## src/rtl/calc_pkg.sv

```systemverilog
// Shared types and helpers for the calculator keypad front end.
// Optional auto-repeat in keypad_scanner is enabled by defining KEYPAD_REPEAT_EN.
package calc_pkg;

    typedef enum logic [2:0] {
        IDLE     = 3'd0,
        SCAN     = 3'd1,
        DEBOUNCE = 3'd2,
        HELD     = 3'd3,
        RELEASE  = 3'd4
    } state_t;

    localparam logic [3:0] COL_IDLE = 4'b1111;

    // Lowest-numbered low row wins so multi-row presses resolve deterministically.
    function automatic logic [3:0] key_code(input logic [3:0] rows, input logic [1:0] c);
        logic [1:0] r;
        casez (rows)
            4'b???0: r = 2'd0;
            4'b??01: r = 2'd1;
            4'b?011: r = 2'd2;
            4'b0111: r = 2'd3;
            default: r = 2'd0;
        endcase
        return {r, c};
    endfunction

    function automatic logic [3:0] col_drive(input logic [1:0] c);
        return ~(4'b0001 << c);
    endfunction

endpackage

```

## src/rtl/key_debounce.sv

```systemverilog
// Row synchronizer and stable-cycle counter used by keypad_scanner.
// stable rises on the DEBOUNCE_CNT-th consecutive cycle where rs matches ref_code.
module key_debounce
    import calc_pkg::*;
#(
    parameter int DEBOUNCE_CNT = 50000
) (
    input  logic       clk,
    input  logic       rst,
    input  logic [3:0] row,
    input  logic       clr,
    input  logic [3:0] ref_code,
    output logic [3:0] rs,
    output logic       stable
);

    localparam int            CW       = $clog2(DEBOUNCE_CNT + 1);
    localparam logic [CW-1:0] CNT_MAX  = CW'(DEBOUNCE_CNT);
    localparam logic [CW-1:0] CNT_LAST = CW'(DEBOUNCE_CNT - 1);

    logic [3:0]    sync1_r;
    logic [3:0]    sync2_r;
    logic [CW-1:0] cnt_r;
    logic          match_s;

    // Two-flop synchronizer for the asynchronous, pulled-up row lines.
    always_ff @(posedge clk or negedge rst) begin
        if (!rst) begin
            sync1_r <= COL_IDLE;
            sync2_r <= COL_IDLE;
        end else begin
            sync1_r <= row;
            sync2_r <= sync1_r;
        end
    end

    assign match_s = (sync2_r == ref_code);

    // Saturating count of consecutive matching cycles; any mismatch restarts it.
    always_ff @(posedge clk or negedge rst) begin
        if (!rst) begin
            cnt_r <= '0;
        end else if (clr || !match_s) begin
            cnt_r <= '0;
        end else if (cnt_r != CNT_MAX) begin
            cnt_r <= cnt_r + CW'(1);
        end else begin
            cnt_r <= cnt_r;
        end
    end

    assign rs     = sync2_r;
    assign stable = match_s && !clr && (cnt_r >= CNT_LAST);

endmodule

```

## src/rtl/keypad_scanner.sv

```systemverilog
// 4x4 keypad scanner: column rotation, debounced press/release, registered key code.
// Define KEYPAD_REPEAT_EN to re-pulse press every REPEAT_DLY cycles while a key is held.
module keypad_scanner
    import calc_pkg::*;
#(
    parameter int SCAN_DIV     = 1000,
    parameter int DEBOUNCE_CNT = 50000,
    parameter int REPEAT_DLY   = 25000000
) (
    input  logic       clk,
    input  logic       rst,
    input  logic       scan,
    input  logic [3:0] row,
    output logic [3:0] col,
    output logic       press,
    output logic [3:0] numb
);

    localparam int            DW       = $clog2(SCAN_DIV + 1);
    localparam logic [DW-1:0] DIV_LAST = DW'(SCAN_DIV - 1);

    if (SCAN_DIV < 2) begin : g_bad_scan_div
        $error("SCAN_DIV must be at least 2");
    end
    if (DEBOUNCE_CNT < 1) begin : g_bad_debounce
        $error("DEBOUNCE_CNT must be at least 1");
    end
    if (REPEAT_DLY < 1) begin : g_bad_repeat
        $error("REPEAT_DLY must be at least 1");
    end

    state_t        state_r;
    logic [3:0]    col_r;
    logic          press_r;
    logic [3:0]    numb_r;
    logic [1:0]    c_r;
    logic [DW-1:0] div_r;
    logic [3:0]    code_r;
    logic [3:0]    rs_s;
    logic          stable_s;
    logic          clr_s;
    logic [3:0]    ref_s;

`ifdef KEYPAD_REPEAT_EN
    localparam int            RW       = $clog2(REPEAT_DLY + 1);
    localparam logic [RW-1:0] RPT_LAST = RW'(REPEAT_DLY - 1);
    logic [RW-1:0] rpt_r;
`endif

    // The stable counter only runs while confirming a press or a release.
    assign clr_s = !scan || !((state_r == DEBOUNCE) || (state_r == RELEASE));
    assign ref_s = (state_r == RELEASE) ? COL_IDLE : code_r;

    key_debounce #(
        .DEBOUNCE_CNT(DEBOUNCE_CNT)
    ) u_debounce (
        .clk      (clk),
        .rst      (rst),
        .row      (row),
        .clr      (clr_s),
        .ref_code (ref_s),
        .rs       (rs_s),
        .stable   (stable_s)
    );

    // Scanner FSM with registered column drive, press strobe and key code.
    always_ff @(posedge clk or negedge rst) begin
        if (!rst) begin
            state_r <= IDLE;
            col_r   <= COL_IDLE;
            press_r <= 1'b0;
            numb_r  <= 4'h0;
            c_r     <= 2'd0;
            div_r   <= '0;
            code_r  <= COL_IDLE;
`ifdef KEYPAD_REPEAT_EN
            rpt_r   <= '0;
`endif
        end else begin
            press_r <= 1'b0;
            if (!scan) begin
                // Dropping scan beats any pending press; numb keeps its value.
                state_r <= IDLE;
                col_r   <= COL_IDLE;
                c_r     <= 2'd0;
                div_r   <= '0;
`ifdef KEYPAD_REPEAT_EN
                rpt_r   <= '0;
`endif
            end else begin
                case (state_r)
                    IDLE: begin
                        state_r <= SCAN;
                        col_r   <= col_drive(c_r);
                        div_r   <= '0;
                    end
                    SCAN: begin
                        if (rs_s != COL_IDLE) begin
                            state_r <= DEBOUNCE;
                            code_r  <= rs_s;
                            div_r   <= '0;
                        end else if (div_r == DIV_LAST) begin
                            div_r <= '0;
                            c_r   <= c_r + 2'd1;
                            col_r <= col_drive(c_r + 2'd1);
                        end else begin
                            div_r <= div_r + DW'(1);
                        end
                    end
                    DEBOUNCE: begin
                        if (rs_s != code_r) begin
                            state_r <= SCAN;
                        end else if (stable_s) begin
                            state_r <= HELD;
                            press_r <= 1'b1;
                            numb_r  <= key_code(code_r, c_r);
`ifdef KEYPAD_REPEAT_EN
                            rpt_r   <= '0;
`endif
                        end else begin
                            state_r <= DEBOUNCE;
                        end
                    end
                    HELD: begin
                        if (rs_s == COL_IDLE) begin
                            state_r <= RELEASE;
`ifdef KEYPAD_REPEAT_EN
                            rpt_r   <= '0;
                        end else if (rpt_r == RPT_LAST) begin
                            press_r <= 1'b1;
                            rpt_r   <= '0;
                        end else begin
                            rpt_r   <= rpt_r + RW'(1);
`else
                        end else begin
                            state_r <= HELD;
`endif
                        end
                    end
                    RELEASE: begin
                        if (rs_s != COL_IDLE) begin
                            state_r <= HELD;
                        end else if (stable_s) begin
                            state_r <= SCAN;
                            div_r   <= '0;
                        end else begin
                            state_r <= RELEASE;
                        end
                    end
                    default: begin
                        state_r <= IDLE;
                        col_r   <= COL_IDLE;
                    end
                endcase
            end
        end
    end

    assign col   = col_r;
    assign press = press_r;
    assign numb  = numb_r;

endmodule

```

## config.mk

```make
export PLATFORM = sky130hd
export DESIGN_NAME = keypad_scanner
export DESIGN_NICKNAME = d
export VERILOG_FILES = /design/src/rtl/calc_pkg.sv /design/src/rtl/key_debounce.sv /design/src/rtl/keypad_scanner.sv
export SDC_FILE = /design/constraint.sdc
export NUM_CORES = 1
export LEC_CHECK = 0
export CORE_ASPECT_RATIO = 1.75
export CORE_MARGIN = 2
export CORE_UTILIZATION = 35
export CTS_CLUSTER_DIAMETER = 120
export DETAILED_ROUTE_END_ITERATION = 8
export HOLD_SLACK_MARGIN = 0.03
export RECOVER_POWER = 25
export SYNTH_ARGS = -nofsm -noshare
export SYNTH_HDL_FRONTEND = slang
export SYNTH_HIERARCHICAL = 1
export SYNTH_SLANG_ARGS = --single-unit
```

## constraint.sdc

```tcl
create_clock -name clk -period 2.9 [get_ports clk]
set_input_delay 0.87 -clock clk [delete_from_list [all_inputs] [get_ports clk]]
set_output_delay 0.87 -clock clk [all_outputs]
set_load 0.02 [all_outputs]
```

Yosys cells after proc, flatten, opt, wreduce, memory -nomap -nowiden
Cells that the tools add are included.
{"block": "classes", "bitwise": 3, "n_addsub": 3, "n_mux": 30, "order_cmp": 1, "n_reduce_logical": 17, "n_eq_ne": 23, "n_shift": 2}
{"cell": "two-way mux 10 bit", "n": 5}
{"cell": "two-way mux 16 bit", "n": 2}
{"cell": "case mux 10 bit (3 select lines)", "n": 1}
{"cell": "adder 16 x 1 -> 16 bit, second input constant", "n": 1}
{"cell": "greater-or-equal comparator 16 bit, second input constant", "n": 1}
{"cell": "two-way mux 4 bit", "n": 4}
{"cell": "inequality test 16 bit, second input constant", "n": 1}
{"cell": "two-way mux 3 bit", "n": 5}
{"cell": "inequality test 3 bit, second input constant", "n": 5}
{"cell": "case mux 3 bit (5 select lines)", "n": 1}
{"cell": "case mux 4 bit (3 select lines)", "n": 1}
{"cell": "AND reduction 3 bit", "n": 4}
{"cell": "adder 10 x 1 -> 10 bit, second input constant", "n": 1}
{"cell": "equality test 10 bit, second input constant", "n": 1}
{"cell": "two-way mux 2 bit", "n": 5}
{"cell": "equality test 3 x 2 -> 1 bit, second input constant", "n": 3}
{"cell": "NOT 4 bit", "n": 2}
{"cell": "left shift 1 x 2 -> 4 bit, first input constant", "n": 2}
{"cell": "case mux 2 bit (3 select lines)", "n": 1}
{"cell": "two-way mux 1 bit", "n": 5}
{"cell": "equality test 4 x 3 -> 1 bit, second input constant", "n": 1}
{"cell": "equality test 4 bit", "n": 1}
{"cell": "equality test 4 bit, second input constant", "n": 1}
{"cell": "zero test 1 bit", "n": 4}
{"cell": "16 further kinds", "n": 21}
{"block": "word_totals", "in_bits": 7, "ff_bits": 52, "elab_cells": 89, "output_inout_bits": 9}

Longest topological paths before layout
{"block": "logic_depth", "word_depth": 11, "ltp_mapped": 12, "depth_no_buf": 11}

By module
The synthesis kept the hierarchy.
{"mod": "keypad_scanner", "cells_each": 185, "n_inst": 1, "seq_area_each_um2": 710.7, "area_per_inst_um2": 1745.4}
{"mod": "key_debounce", "cells_each": 107, "n_inst": 1, "seq_area_each_um2": 610.6, "area_per_inst_um2": 1198.6}

Worst setup path after synthesis
OpenSTA, ideal clock, no wires.
{"block": "synth_path", "path_kind": "register to register", "from": "reg state_r[1]", "to": "reg numb_r[0], in the netlist numb[0]", "slack_ns": -0.097, "setup_time_ns": 0.125, "period_less_slack_ns": 2.997, "t_arrival_ns": 2.872, "path_stages_with_launch": 12, "path_cell_list": "dfrtp_1 > clkbuf_1 > nand2b_1 > nor2_1 > or2_2 > inv_1 > a222oi_1 > nand4_2 > a211oi_1 > nand3b_1 > or3_1 > mux2_2"}
{"block": "synth_via", "word_cells_on_any_way": 11}
{"item": "from (decl)", "line": "keypad_scanner.sv:32", "rtl": "state_t state_r;"}
{"item": "from (signal assigned)", "line": "keypad_scanner.sv:69", "rtl": "state_r <= IDLE;"}
{"item": "from (signal assigned)", "line": "keypad_scanner.sv:83", "rtl": "state_r <= IDLE;"}
{"item": "from (signal assigned)", "line": "keypad_scanner.sv:93", "rtl": "state_r <= SCAN;"}
{"item": "equality test 3 bit", "line": "keypad_scanner.sv:52", "rtl": "assign ref_s = (state_r == RELEASE) ? COL_IDLE : code_r;"}
{"item": "two-way mux 4 bit", "line": "keypad_scanner.sv:52"}
{"item": "via ref_s[0]", "line": "keypad_scanner.sv:42", "rtl": "logic [3:0] ref_s;"}
{"item": "equality test 4 bit", "line": "key_debounce.sv:37", "rtl": "assign match_s = (sync2_r == ref_code);"}
{"item": "logical AND 1 bit (2 in a row)", "line": "key_debounce.sv:53", "rtl": "assign stable = match_s && !clr && (cnt_r >= CNT_LAST);"}
{"item": "via stable_s", "line": "keypad_scanner.sv:40", "rtl": "logic stable_s;"}
{"item": "AND reduction 4 bit (no source line)"}
{"item": "to (signal assigned)", "line": "keypad_scanner.sv:116", "rtl": "numb_r <= key_code(code_r, c_r);"}
{"item": "to (decl)", "line": "keypad_scanner.sv:35", "rtl": "logic [3:0] numb_r;"}
The timed path passes the listed nets, and every way through them passes these cells.
A chain may end at the register's enable or synchronous reset.

Final worst setup path
{"block": "layout_path", "from": "in scan", "to": "reg numb_r[3], in the netlist numb[3]"}
{"block": "layout_via", "elab_chain_cells": 6}
{"item": "from (decl)", "line": "keypad_scanner.sv:12", "rtl": "input logic scan,"}
{"item": "zero test 1 bit"}
{"item": "logical OR 1 bit", "line": "keypad_scanner.sv:51", "rtl": "assign clr_s = !scan || !((state_r == DEBOUNCE) || (state_r == RELEASE));"}
{"item": "via clr_s", "line": "keypad_scanner.sv:41", "rtl": "logic clr_s;"}
{"item": "zero test 1 bit", "line": "key_debounce.sv:53"}
{"item": "logical AND 1 bit (2 in a row)", "line": "key_debounce.sv:53"}
{"item": "via stable_s", "line": "keypad_scanner.sv:40"}
{"item": "AND reduction 4 bit (no source line)"}
The timed path passes the listed nets, and every way through them passes these cells.

==> reports/qor.txt <==
H-tree Lvls: 2
Routed WL: 6320 µm
Post-Syn Instances: 292
Max Clock Freq: 367 MHz
Crit path DAT: 2910 ps
Final TNS setup: 0 ps
Fin area: 3400 µm²
RSZ-0062 raised after global routing: false
Worst rel slew slack: -2.23%
Vias/cell: 5.58
Endpoints failing hold: 0
Area added between synthesis and finish: 15.5%
Min-Delay Path Class: reg -> reg
Finished Layout Cells: 408
Int Pwr: 1.22 mW
Min Hold Slack: 357 ps
Worst IR drop on VDD: 0.219 mV
Leakage: 1.35 nW
Routed Antenna Nets: 0
Full die area: 9190 µm²
Seq/Total Area, Yosys: 44.9%
Logic pwr share: 10.3%
Inst Count DP: 400
Worst Setup Start Kind: primary input
Final Util: 41.2%
Fin crit share: 94.0%
Layout cells sized above 1: 23.4%
Clock root buffer: clkbuf_16
Clock network fraction of total power: 39.8%
Initial antenna violation count: 0
# IOs: 16
CP max-delay cell: clkdlybuf4s50_1
Warnings, synthesis: 6
Core Region: 8260 µm²
First-pass detailed-route iteration total: 4
Longest Clk Path Bufs: 2
EDFF count, synth: 0
Post-DP HPWL: 4720 µm
Port bufs: 15
Clock slew at reported path FFs: 70 ps
Psw: 0.384 mW
Sequential Power Share: 49.8%
Worst Path Class, Setup: in -> reg
Hold buffers post-CTS: 0
CP peak stage delay: 480 ps
Total CTS buffers: 5
TritonCTS clock tree: built
Total power: 1.60 mW
GP Congestion: 0.802
Avg WL per Cell: 15.5 µm
Inserted Diodes: 0
Slack of the worst reg-to-reg path: 250 ps
Critical Path RT: 3080 ps
Violated checks: capacitance limit, slew limit
Setup Viol. Count Final: 0
Via count: 2,277
Buf/Inv on CP: 1
Rows: 44
Clock Skew: 6.53 ps
Largest net degree at the start of global routing: 30
CP delay by family, top: simple AND/OR/NAND/NOR gates
Postcts setup bufs: 0
Die Wd: 73.3 µm
Synthesized area: 2940 µm²
Worst-margin pin slew: 1530 ps
Worst path cell trace: clkdlybuf4s50_1 > nor2b_1 > nand2_1 > a21oi_1 > nand4_2 > a211oi_2 > nand3b_1 > or3_1 > mux2_2
CP Capture Type: flop
DRT iter0 DRCs: 245
Placement Cell Area: 3240 µm²
Asr flop ratio synth: 100%
Sw Ratio: 23.9%
GRT Util Overall: 14.9%
Post-Place Setup Slack: -168 ps
Synth Flop Type: dfrtp_1
Die height: 125 µm
Fin worst setup slack: 174 ps
Maxcap violations: 1
Worst skew pair latency: 300 ps
Tmin final: 2730 ps
Final max-slew violation count: 29
NumNets Final: 329
First-pass GRT wire length: 10,700 µm
# clock sinks: 52
Starting density of the core: 35.7%
Post-Syn Nets: 306
Post-CTS resize count: 0
Crit Path Max Fanout: 4
Seq cells post-synth: 52
Residual DRC: 0
Netlist cell types: 59
Run status: complete, but fails checks
Power per cell area: 471 nW/µm²
Avg Cell Area, Syn: 10.1 µm²
Vias in the first global route: 2,307
GRT overflow: 0
==> cell type report <==
class | count | area [µm²]
inverters | 14 | 52.6
flip-flops and latches | 52 | 1320
clock buffers | 6 | 150
well taps | 92 | 115
repair buffers | 24 | 224
fillers | 799 | 4860
clock inverters | 2 | 11.3
multi-input cells | 218 | 1530
==> per-layer routing <==
metal	vias up	share of wire (%)	GRT usage, %
met3	8	2.4	2.50
met4	0	2.1	6.74
met2	36	57	27.7
met5	-	0	0
met1	1132	38	15.5
li1	1101	-	-
==> cells in the final DEF, fill, tap and decap left out, types with 6 or more instances in the layout <==
master	synthesis	routed
xnor2_1	18	18
dfstp_2	16	16
ha_1	7	7
inv_1	14	14
nand3_1	11	11
clkdlybuf4s50_1	0	10
nor2_2	10	10
nor4_1	7	7
o21ai_0	12	12
dfrtp_1	36	36
a21oi_1	8	8
buf_4	0	8
nor3_1	11	11
clkbuf_16	0	6
nor2_1	21	21
nand4_1	7	7
nand2_1	22	22
==> cell families after synthesis <==
kind of cell / synth area share [%]
buffers and inverters: 3.48
muxes: 1.87
AOI/OAI and AO/OA: 13.8
and+or+nand+nor: 27.1
xor gates and xnor gates: 5.95
DFF: 44.9
adders and majority gates: 2.97
==> flip-flops by register name, summed over array words and instances, names as in the netlist <==
signal,flops
u_debounce/cnt_r,16
div_r,10
code_r,4
col,4
numb,4
u_debounce/rs,4
u_debounce/sync1_r,4
state_r,3
c_r,2
press,1
==> power by group through the flow <==
| stage | Combinational [mW] | Sequential [mW] | Clock, mW |
|---|---|---|---|
| floorplan | 0.110 | 0.805 | 0 |
| global placement | 0.166 | 0.810 | 0 |
| detailed placement | 0.169 | 0.812 | 0 |
| CTS | 0.169 | 0.799 | 0.658 |
| global route | 0.184 | 0.804 | 0.681 |
| finish | 0.165 | 0.799 | 0.639 |
==> cells in the mapped netlist, drive strengths merged (3+ instances only) <==
| master | n | share of area [%] |
|---|---|---|
| dfrtp | 36 | 31 |
| nor2 | 31 | 4.8 |
| nand2 | 22 | 2.8 |
| xnor2 | 18 | 5.4 |
| dfstp | 16 | 14 |
| inv | 14 | 1.8 |
| nand3 | 14 | 3.4 |
| nor3 | 12 | 2.4 |
| o21ai | 12 | 2.0 |
| nand4 | 9 | 2.3 |
| nor4 | 9 | 2.6 |
| a21oi | 8 | 1.4 |
| and3 | 7 | 1.7 |
| ha | 7 | 3.0 |
| a211oi | 6 | 2.2 |
| clkbuf | 5 | 0.98 |
| o22a | 5 | 1.5 |
| o311a | 5 | 1.7 |
| or2 | 5 | 1.1 |
| mux2 | 4 | 1.5 |
| nand2b | 4 | 0.85 |
| o22ai | 4 | 0.85 |
| and4 | 3 | 0.89 |
| buf | 3 | 0.72 |
| nor2b | 3 | 0.64 |
| nor3b | 3 | 0.76 |
==> worst paths after layout <==
check,from,to,cells after the start
min reg2reg,u_debounce/sync1_r[2]$_DFF_PN1_,u_debounce/rs[2]$_DFF_PN1_,0
max in group asynchronous,rst,u_debounce/cnt_r[0]$_DFFE_PN0P_,1
min,u_debounce/sync1_r[2]$_DFF_PN1_,u_debounce/rs[2]$_DFF_PN1_,0
max reg2reg,state_r[1]$_DFFE_PN0P_,numb[3]$_DFFE_PN0P_,10
min in group asynchronous,rst,press$_DFF_PN0_,1
max,scan,numb[3]$_DFFE_PN0P_,9
Note: power is estimated with default switching activity, not from simulation.
